[src/rtl/float_pkg.sv]
// rtl/float_pkg.sv - shared single-precision constants, operand-pair type and ID width helper
package float_pkg;

    localparam int FP_E     = 8;
    localparam int FP_M     = 23;
    localparam int FP_WIDTH = 1 + FP_E + FP_M;

    typedef struct packed {
        logic [FP_WIDTH-1:0] a;
        logic [FP_WIDTH-1:0] b;
    } operand_pair_t;

    // A single requester still needs a 1-bit ID field.
    function automatic int id_width(input int n);
        return (n > 1) ? $clog2(n) : 1;
    endfunction

endpackage

[src/rtl/float_adder_arb_if.sv]
// rtl/float_adder_arb_if.sv - requester and result handshake bundle for float_adder_arb
interface float_adder_arb_if #(
    parameter int N     = 4,
    parameter int WIDTH = 32,
    parameter int IDW   = float_pkg::id_width(N)
);
    logic [N-1:0]       req_valid;
    logic [N-1:0]       req_ready;
    logic [N*WIDTH-1:0] req_a;
    logic [N*WIDTH-1:0] req_b;
    logic               out_valid;
    logic               out_ready;
    logic [WIDTH-1:0]   out_data;
    logic [IDW-1:0]     out_id;

    modport master (
        output req_valid, req_a, req_b, out_ready,
        input  req_ready, out_valid, out_data, out_id
    );

    modport slave (
        input  req_valid, req_a, req_b, out_ready,
        output req_ready, out_valid, out_data, out_id
    );
endinterface

[src/rtl/float_adder.sv]
// rtl/float_adder.sv - combinational single-precision adder, round-to-nearest-even
module float_adder
    import float_pkg::*;
#(
    parameter int WIDTH = FP_WIDTH
) (
    input  logic [WIDTH-1:0] a,
    input  logic [WIDTH-1:0] b,
    output logic [WIDTH-1:0] sum
);
    localparam int E  = FP_E;
    localparam int M  = FP_M;
    localparam int MW = M + 4;
    localparam int EW = E + 2;

    logic          sa, sb, sx, sy, swap, eff_sub, found, rnd;
    logic [E-1:0]  ea, eb, ex, ey, ex_eff, ey_eff, d;
    logic [M-1:0]  fa, fb, fx, fy;
    logic [MW-1:0] mx, my, mask, aligned, norm;
    logic [MW:0]   raw;
    logic [EW-1:0] e, lz, sh, exp_f;
    logic [E+M-1:0] base, mag;

    always_comb begin
        sa = a[WIDTH-1];  ea = a[WIDTH-2 -: E];  fa = a[M-1:0];
        sb = b[WIDTH-1];  eb = b[WIDTH-2 -: E];  fb = b[M-1:0];
        swap = {eb, fb} > {ea, fa};
        sx = swap ? sb : sa;  ex = swap ? eb : ea;  fx = swap ? fb : fa;
        sy = swap ? sa : sb;  ey = swap ? ea : eb;  fy = swap ? fa : fb;
        mx = {(ex != '0), fx, 3'b000};
        my = {(ey != '0), fy, 3'b000};
        ex_eff = (ex == '0) ? E'(1) : ex;
        ey_eff = (ey == '0) ? E'(1) : ey;
        d = ex_eff - ey_eff;
        mask = '0;
        aligned = '0;
        lz = '0;
        sh = '0;
        found = 1'b0;

        // Guard/round/sticky alignment; everything shifted past the sticky bit ORs into it.
        if (d >= E'(MW)) begin
            aligned = {{(MW-1){1'b0}}, |my};
        end else begin
            mask = (MW'(1) << d) - MW'(1);
            aligned = (my >> d) | {{(MW-1){1'b0}}, |(my & mask)};
        end

        eff_sub = sx ^ sy;
        raw = eff_sub ? ({1'b0, mx} - {1'b0, aligned}) : ({1'b0, mx} + {1'b0, aligned});
        e = {2'b00, ex_eff};

        if (raw[MW]) begin
            norm = raw[MW:1] | {{(MW-1){1'b0}}, raw[0]};
            e = e + EW'(1);
        end else begin
            norm = raw[MW-1:0];
            for (int i = MW - 1; i >= 0; i--) begin
                if (!found) begin
                    if (norm[i]) found = 1'b1;
                    else lz = lz + EW'(1);
                end
            end
            // Never normalise below the minimum exponent: the result becomes subnormal.
            sh = (lz >= e) ? (e - EW'(1)) : lz;
            norm = norm << sh;
            e = e - sh;
        end

        exp_f = norm[MW-1] ? e : '0;
        base = {exp_f[E-1:0], norm[MW-2:3]};
        rnd = norm[2] & (norm[1] | norm[0] | norm[3]);
        mag = base + {{(E+M-1){1'b0}}, rnd};
        sum = {sx, mag};

        if (raw == '0) begin
            sum = {sx & sy, {(WIDTH-1){1'b0}}};
        end else if (norm[MW-1] && (e >= EW'((1 << E) - 1))) begin
            sum = {sx, {E{1'b1}}, {M{1'b0}}};
        end

        if ((ea == {E{1'b1}} && fa != '0) || (eb == {E{1'b1}} && fb != '0) ||
            (ea == {E{1'b1}} && eb == {E{1'b1}} && sa != sb)) begin
            sum = {1'b0, {E{1'b1}}, 1'b1, {(M-1){1'b0}}};
        end else if (ea == {E{1'b1}}) begin
            sum = a;
        end else if (eb == {E{1'b1}}) begin
            sum = b;
        end
    end

endmodule

[src/rtl/float_adder_arb_rr_arbiter.sv]
// rtl/float_adder_arb_rr_arbiter.sv - round-robin arbiter with pointer advance strobe
module rr_arbiter
    import float_pkg::*;
#(
    parameter int N   = 4,
    parameter int IDW = id_width(N)
) (
    input  logic           clk,
    input  logic           rst,
    input  logic [N-1:0]   req,
    input  logic           advance,
    output logic [N-1:0]   grant,
    output logic [IDW-1:0] grant_idx,
    output logic           grant_any
);
    logic [IDW-1:0] ptr;
    logic [IDW-1:0] cur;

    // Walk ptr, ptr+1, ... modulo N; the first requester found wins.
    always_comb begin
        grant     = '0;
        grant_idx = '0;
        grant_any = 1'b0;
        cur       = ptr;
        for (int i = 0; i < N; i++) begin
            if (!grant_any && req[cur]) begin
                grant[cur] = 1'b1;
                grant_idx  = cur;
                grant_any  = 1'b1;
            end
            cur = (cur == IDW'(N - 1)) ? '0 : cur + IDW'(1);
        end
    end

    always_ff @(posedge clk or posedge rst) begin
        if (rst) begin
            ptr <= '0;
        end else if (advance && grant_any) begin
            ptr <= (grant_idx == IDW'(N - 1)) ? '0 : grant_idx + IDW'(1);
        end
    end

endmodule

[src/rtl/float_adder_arb.sv]
// rtl/float_adder_arb.sv - N-way round-robin front end sharing one float_adder; FLOAT_ADDER_ARB_PIPE_EN adds an operand stage
module float_adder_arb
    import float_pkg::*;
#(
    parameter int N     = 4,
    parameter int WIDTH = 32,
    parameter int IDW   = id_width(N)
) (
    input logic              clk,
    input logic              rst,
    float_adder_arb_if.slave bus
);
    logic [N-1:0]     grant;
    logic [IDW-1:0]   grant_idx;
    logic             grant_any;
    logic             stage_free;
    logic             issue_ok;
    logic             in_fire;
    logic             load_out;
    operand_pair_t    sel_ops;
    operand_pair_t    add_ops;
    logic [IDW-1:0]   add_id;
    logic [WIDTH-1:0] add_sum;
    logic             out_valid_q;
    logic [WIDTH-1:0] out_data_q;
    logic [IDW-1:0]   out_id_q;

    rr_arbiter #(.N(N), .IDW(IDW)) u_arb (
        .clk       (clk),
        .rst       (rst),
        .req       (bus.req_valid),
        .advance   (in_fire),
        .grant     (grant),
        .grant_idx (grant_idx),
        .grant_any (grant_any)
    );

    always_comb begin
        sel_ops = '0;
        for (int i = 0; i < N; i++) begin
            if (grant[i]) begin
                sel_ops.a = bus.req_a[i*WIDTH +: WIDTH];
                sel_ops.b = bus.req_b[i*WIDTH +: WIDTH];
            end
        end
    end

`ifdef FLOAT_ADDER_ARB_PIPE_EN
    logic           s1_valid;
    operand_pair_t  s1_ops;
    logic [IDW-1:0] s1_id;
    logic           out_free;

    assign out_free   = !out_valid_q || bus.out_ready;
    assign stage_free = !s1_valid || out_free;
    assign load_out   = s1_valid && out_free;
    assign add_ops    = s1_ops;
    assign add_id     = s1_id;

    always_ff @(posedge clk or posedge rst) begin
        if (rst) begin
            s1_valid <= 1'b0;
            s1_ops   <= '0;
            s1_id    <= '0;
        end else if (in_fire) begin
            s1_valid <= 1'b1;
            s1_ops   <= sel_ops;
            s1_id    <= grant_idx;
        end else if (load_out) begin
            s1_valid <= 1'b0;
        end
    end
`else
    assign stage_free = !out_valid_q || bus.out_ready;
    assign load_out   = in_fire;
    assign add_ops    = sel_ops;
    assign add_id     = grant_idx;
`endif

    // Reset is asynchronous, so ready must drop with rst rather than at the next edge.
    assign issue_ok      = stage_free && !rst;
    assign in_fire       = grant_any && issue_ok;
    assign bus.req_ready = issue_ok ? grant : '0;

    float_adder #(.WIDTH(WIDTH)) u_add (
        .a   (add_ops.a),
        .b   (add_ops.b),
        .sum (add_sum)
    );

    always_ff @(posedge clk or posedge rst) begin
        if (rst) begin
            out_valid_q <= 1'b0;
            out_data_q  <= '0;
            out_id_q    <= '0;
        end else if (load_out) begin
            out_valid_q <= 1'b1;
            out_data_q  <= add_sum;
            out_id_q    <= add_id;
        end else if (bus.out_ready) begin
            out_valid_q <= 1'b0;
        end
    end

    assign bus.out_valid = out_valid_q;
    assign bus.out_data  = out_data_q;
    assign bus.out_id    = out_id_q;

endmodule

[src/flat_wrapper.sv]
// flat-port wrapper written by rule: the top's interface ports become plain ports
module float_adder_arb_flat import float_pkg::*;
#(
    parameter int N     = 4,
    parameter int WIDTH = 32,
    parameter int IDW   = id_width(N)
)
  (clk, rst, bus_req_valid, bus_req_a, bus_req_b, bus_out_ready, bus_req_ready, bus_out_valid, bus_out_data, bus_out_id);
  float_adder_arb_if #(.N(N), .WIDTH(WIDTH), .IDW(IDW)) bus_i ();
  input logic clk;
  input logic rst;
  input wire logic [$bits(bus_i.req_valid)-1:0] bus_req_valid;
  input wire logic [$bits(bus_i.req_a)-1:0] bus_req_a;
  input wire logic [$bits(bus_i.req_b)-1:0] bus_req_b;
  input wire logic [$bits(bus_i.out_ready)-1:0] bus_out_ready;
  output wire logic [$bits(bus_i.req_ready)-1:0] bus_req_ready;
  output wire logic [$bits(bus_i.out_valid)-1:0] bus_out_valid;
  output wire logic [$bits(bus_i.out_data)-1:0] bus_out_data;
  output wire logic [$bits(bus_i.out_id)-1:0] bus_out_id;
  assign bus_i.req_valid = bus_req_valid;
  assign bus_i.req_a = bus_req_a;
  assign bus_i.req_b = bus_req_b;
  assign bus_i.out_ready = bus_out_ready;
  assign bus_req_ready = bus_i.req_ready;
  assign bus_out_valid = bus_i.out_valid;
  assign bus_out_data = bus_i.out_data;
  assign bus_out_id = bus_i.out_id;
  float_adder_arb #(.N(N), .WIDTH(WIDTH), .IDW(IDW)) u_core (.clk(clk), .rst(rst), .bus(bus_i));
endmodule
[config.mk]
export PLATFORM = sky130hd
export DESIGN_NAME = float_adder_arb_flat
export DESIGN_NICKNAME = d
export VERILOG_FILES = /design/src/rtl/float_pkg.sv /design/src/rtl/float_adder_arb_if.sv /design/src/rtl/float_adder.sv /design/src/rtl/float_adder_arb_rr_arbiter.sv /design/src/rtl/float_adder_arb.sv /design/src/flat_wrapper.sv
export SDC_FILE = /design/constraint.sdc
export NUM_CORES = 1
export LEC_CHECK = 0
export BUFFER_PORTS_ARGS = -buffer_cell sky130_fd_sc_hd__buf_2
export CAP_MARGIN = 40
export CELL_PAD_IN_SITES_DETAIL_PLACEMENT = 0
export CELL_PAD_IN_SITES_GLOBAL_PLACEMENT = 1
export CORE_ASPECT_RATIO = 0.7
export CORE_UTILIZATION = 39
export DETAILED_ROUTE_END_ITERATION = 8
export PLACE_DENSITY = 0.79
export SETUP_SLACK_MARGIN = 0.4
export SYNTH_ARGS = -nofsm -noshare
export SYNTH_HDL_FRONTEND = slang
export SYNTH_HIERARCHICAL = 1
export SYNTH_SLANG_ARGS = --single-unit
[constraint.sdc]
create_clock -name clk -period 30 [get_ports clk]
set_input_delay 1.5 -clock clk [delete_from_list [all_inputs] [get_ports clk]]
set_output_delay 1.5 -clock clk [all_outputs]
set_load 0.02 [all_outputs]
# Word level (Yosys, flattened, before mapping)
# Cells that the tools add are included.
# word_totals
regBits,37
input_bits,263
out_inout_bits,39
wordCells,323
# op_classes
add_sub_neg,38
magnitude_cmp,12
eq_ne,7
n_shift,3
muxes,215
bitwise,11
n_reduce_logical,33
# op_table
operator,count
10-bit 2-to-1 mux,81
"10-bit by 1-bit adder with 10-bit output, second input constant",26
64-bit 2-to-1 mux,4
32-bit 2-to-1 mux,4
1-bit 2-to-1 mux,94
27-bit 2-to-1 mux,2
27-bit by 1-bit bitwise OR with 27-bit output,2
23-bit 2-to-1 mux,2
23-bit nonzero test,2
8-bit 2-to-1 mux,5
31-bit by 1-bit adder with 31-bit output,1
31-bit greater-than comparator,1
31-bit 2-to-1 mux,1
27-bit by 27-bit adder with 28-bit output,1
28-bit logical NOT,1
28-bit 2-to-1 mux,1
27-bit by 27-bit subtractor with 28-bit output,1
27-bit bitwise AND,1
27-bit OR reduction,1
"1-bit by 8-bit left shift with 27-bit output, first input constant",1
27-bit by 10-bit left shift with 27-bit output,1
27-bit by 8-bit >> shifter with 27-bit output,1
"27-bit by 2-bit subtractor with 27-bit output, second input constant",1
24-bit OR reduction,1
27 further kinds,83

# Depth between registers and ports, before layout
# logic_depth
ltp_word,148
ltp_mapped,187
ltp_nobuf,170

# By module
# The synthesis kept the hierarchy.
# by_module_without_submodules
module,n_inst,cells_per_inst,area_each_um2,seq_area_each_um2
float_adder,1,2714,17603.1,0.0
float_adder_arb,1,315,2897.8,875.8
rr_arbiter,1,89,779.5,50.0

# Worst setup path after synthesis
# OpenSTA, ideal clock, no wires.
# synth_path
path_kind,input to register
from,input port bus_req_valid[2]
to,"register u_core.out_data_q[12], in the netlist u_core/bus.out_data[12]"
setup_time_ps,125
arrival_time_ps,32735
t_required_ps,29875
slack_ps,-2860
path_stages,175
path_buffers,22
cell_sequence,buf_2 mux4_2 inv_2 nor2_1 a22o_1 a221o_1 nor2b_1 buf_2 buf_2 a22oi_1 a21oi_1 buf_2 inv_1 ha_1 nand4_1 nor4_4 inv_2 a211o_1 [139 not listed] buf_1 ha_1 nor2b_1 o21ai_0 nand2b_1 a21o_1 maj3_1 xnor2_1 o21ai_0 xnor2_1 a211oi_1 o32ai_1 and2_1 clkbuf_1 nand2_1 clkbuf_1 nor2_1 mux2_4
# synth_rtl
element,line,text
from (decl),flat_wrapper.sv:12,input wire logic [$bits(bus_i.req_valid)-1:0] bus_req_valid;
to (signal assigned),float_adder_arb.sv:98,out_data_q <= add_sum;
to (decl),float_adder_arb.sv:25,logic [WIDTH-1:0] out_data_q;

==> key figures <==
Status
  – Status: completed

Floorplanning
  – Die Wd: 281.2 um
  – Vert. Die Dim: 197.4 um
  – Core Region: 53830 sq um
  – Starting density of the core: 0.3953
  – DIE AREA: 55520 sq um
  – Num rows: 71
  – Ports: 302

Clocking
  – CTS tree: built
  – Clock Path Buffers: 2
  – Clock slew at reported path FFs: 0.06 ns
  – Hold buffer count at CTS: 0
  – H-tree depth: 2
  – Total CTS buffers: 5
  – # clock sinks: 37
  – Worst-Skew Late Latency: 0.28 ns
  – Clock Tree Root: clkbuf_16

Worst setup path
  – Crit Path Max Fanout: 8
  – CP startpoint kind: input pin
  – Worst path top cell family by delay: compound AO/OA/AOI/OAI gates
  – Largest stage delay, worst path: a little over 0.6 ns
  – Crit Path Class: input pin to register
  – Max stage delay cell, worst path: a222oi_1
  – Most used cell, CP: ha_1
  – Setup crit end kind: register
  – Worst Path Required: 30.16 ns
  – WP buf/inv: 24
  – Worst path arrival time: 30.03 ns

Timing
  – Period Utilization, post-route: 0.9958
  – Worst-margin pin slew: 1.009 ns
  – RSZ-0062 raised after global routing: true
  – Hold slack final: 0.5120 ns
  – Clk_skew: 0.002582 ns
  – Final setup fails: 0
  – Relative slew slack: 0.3232
  – Fin crit period: 29.87 ns
  – Final Hold Fails: 0
  – Max Slew Vio Count: 0
  – Fmax: 33.48 MHz

Finish
  – Most frequent cells in the layout: buf_4, buf_2, nand2_1
  – Area grow syn2layout: 47.92%
  – Nets@finish: 4360
  – Non-Filler Instances: 4688
  – Final core utilization: 0.5847
  – Commonest non-fill, non-tap cell in the layout: buf_4
  – Layout cells sized above 1: 0.4075
  – Antenna Cells: 0
  – Final Cell Area: roughly 31000 sq um

Logic synthesis
  – Seq cells post-synth: 37
  – Top FF cell, synth: dfrtp_1
  – Number of synthesized flops with an enable pin: 0
  – Syn Inst Count: slightly above 3000
  – FFs w/ async S/R, synth: 1.000
  – Distinct cells, synth: around 140
  – Seq/Total Area, Yosys: 0.04351
  – Syn_nets: 3521
  – Synthesized cell area: 21280 sq um
  – Avg Synthesized Cell Area: 6.825 sq um
  – Ys Warns: 6

Drt
  – Via count: just under 30000
  – Drt wl/cell: roughly 24 um
  – Vias per std cell: 6.338
  – Initial DRC Count: between 3000 and 4000
  – First-pass DRT Iterations: 6
  – Final WL: 113400 um
  – Post-route DRC: 0
  – Antenna-violating nets left: 0

Global routing
  – Vias in the first global route: 26890
  – First-pass GRT wire length: approximately 160000 um
  – GRT Resource Usage Total: 0.3798
  – Initial antenna violation count: 1
  – Pin count of the biggest net entering global routing: 75
  – Gr ovfl total: 0

Worst hold path
  – Worst min path class: register to register

Placement
  – Post-DP Area: 27990 sq um
  – Dpl hpwl: roughly 91000 um
  – Placed Cells: 4539
  – GP Congestion: 1.111
  – # port buffers: 301

Run
  – MaxCap Viol Count: 0
-- registers in the layout, summed over array words and instances, names as in the netlist --
signal                cells
u_core/bus.out_valid      1
u_core/u_arb/ptr          2
u_core/bus.out_data      32
u_core/bus.out_id         2
-- cells in the mapped netlist, drive strengths merged, types with 73 or more instances --
library cell / instances / area (sq um)
a21oi: 273 / 1374
a22oi: 79 / 593.1
buf: 101 / 593.1
clkbuf: 93 / 350.3
ha: 137 / 1714
inv: 160 / 600.6
mux2i: 73 / 775.7
nand2: 327 / 1265
nand3: 127 / 645.6
nor2: 290 / 1104
nor3: 99 / 525.5
o21ai: 218 / 1110
o22ai: 82 / 513.0
xnor2: 84 / 765.7
-- worst reg2reg max path, delay by kind of cell, from the launching register on --
kind / cells / cell delay [ns]
compound gates: 59 / 10.23
xor+xnor: 1 / 0.19
fa+ha+maj: 29 / 8.14
buf+inv: 24 / 3.25
flops: 1 / 0.34
mux: 10 / 2.55
simple gates: 47 / 4.91
-- area by class of cell --
cell class	instances	area (sq um)
tap	730	913.4
multi-input combinational	2726	21240
clock inverter	2	15.01
clock buffer	6	128.9
inverter	161	621.8
sequential	37	925.9
fill	4969	22360
timing repair buffer	1026	7637
-- through the flow --
stage | setup TNS (ns) | setup WS [ns]
4_1_cts | 0 | 0.4050
3_3_place_gp | -0.08553 | -0.03347
6_report | 0 | 0.1273
5_1_grt | -24.76 | -0.9427
3_5_place_dp | -18.86 | -0.6934
2_1_floorplan | 0 | 0.4002
-- timing repair --
item                                    4_1_cts  5_1_grt
pin swaps                                    24      192
endpoints found under the setup margin       31       31
gates cloned                                  2        9
setup buffers                                15      113
gates resized for setup                      51      392
-- final timing paths --
| path | start | endpoint | slack, ns | depth (start not counted) |
|---|---|---|---|---|
| max | bus_req_valid[2] | u_core/bus.out_data[23]$_DFFE_PP0P_ | 0.13 | 169 |
| min | u_core/bus.out_data[20]$_DFFE_PP0P_ | u_core/bus.out_data[20]$_DFFE_PP0P_ | 0.51 | 1 |
| max reg2reg | u_core/u_arb/ptr[1]$_DFFE_PP0P_ | u_core/bus.out_data[23]$_DFFE_PP0P_ | 0.30 | 170 |
| min reg2reg | u_core/bus.out_data[20]$_DFFE_PP0P_ | u_core/bus.out_data[20]$_DFFE_PP0P_ | 0.51 | 1 |
| max in group asynchronous | rst | u_core/bus.out_data[16]$_DFFE_PP0P_ | 28.11 | 3 |
| min in group asynchronous | rst | u_core/u_arb/ptr[1]$_DFFE_PP0P_ | 1.13 | 2 |
-- routing by layer --
layer  vias up  global-route usage  routed length [um]  share of wire
met2      1764              0.5095               44050           0.39
met1     14320              0.5929               52840           0.47
met3       163              0.1089               14750           0.13
met4         0             0.04675                1790          0.016
li1      13460                   -                   -              -
met5         -                   0                   0              0
-- cell families (layout without fill, tap and decap cells) --
kind of cell / after synthesis / in the layout / share of synthesized area
simple gates: 1202 / 1202 / 0.2889
compound gates: 1101 / 1101 / 0.3548
buf+inv: 355 / 1195 / 0.07273
fa+ha+maj: 149 / 149 / 0.08761
mux: 141 / 141 / 0.08672
xor+xnor: 133 / 133 / 0.06573
flops: 37 / 37 / 0.04351
Power is not shown: default switching activity piles up to over one toggle a cycle in this logic, so the estimate is an artifact.
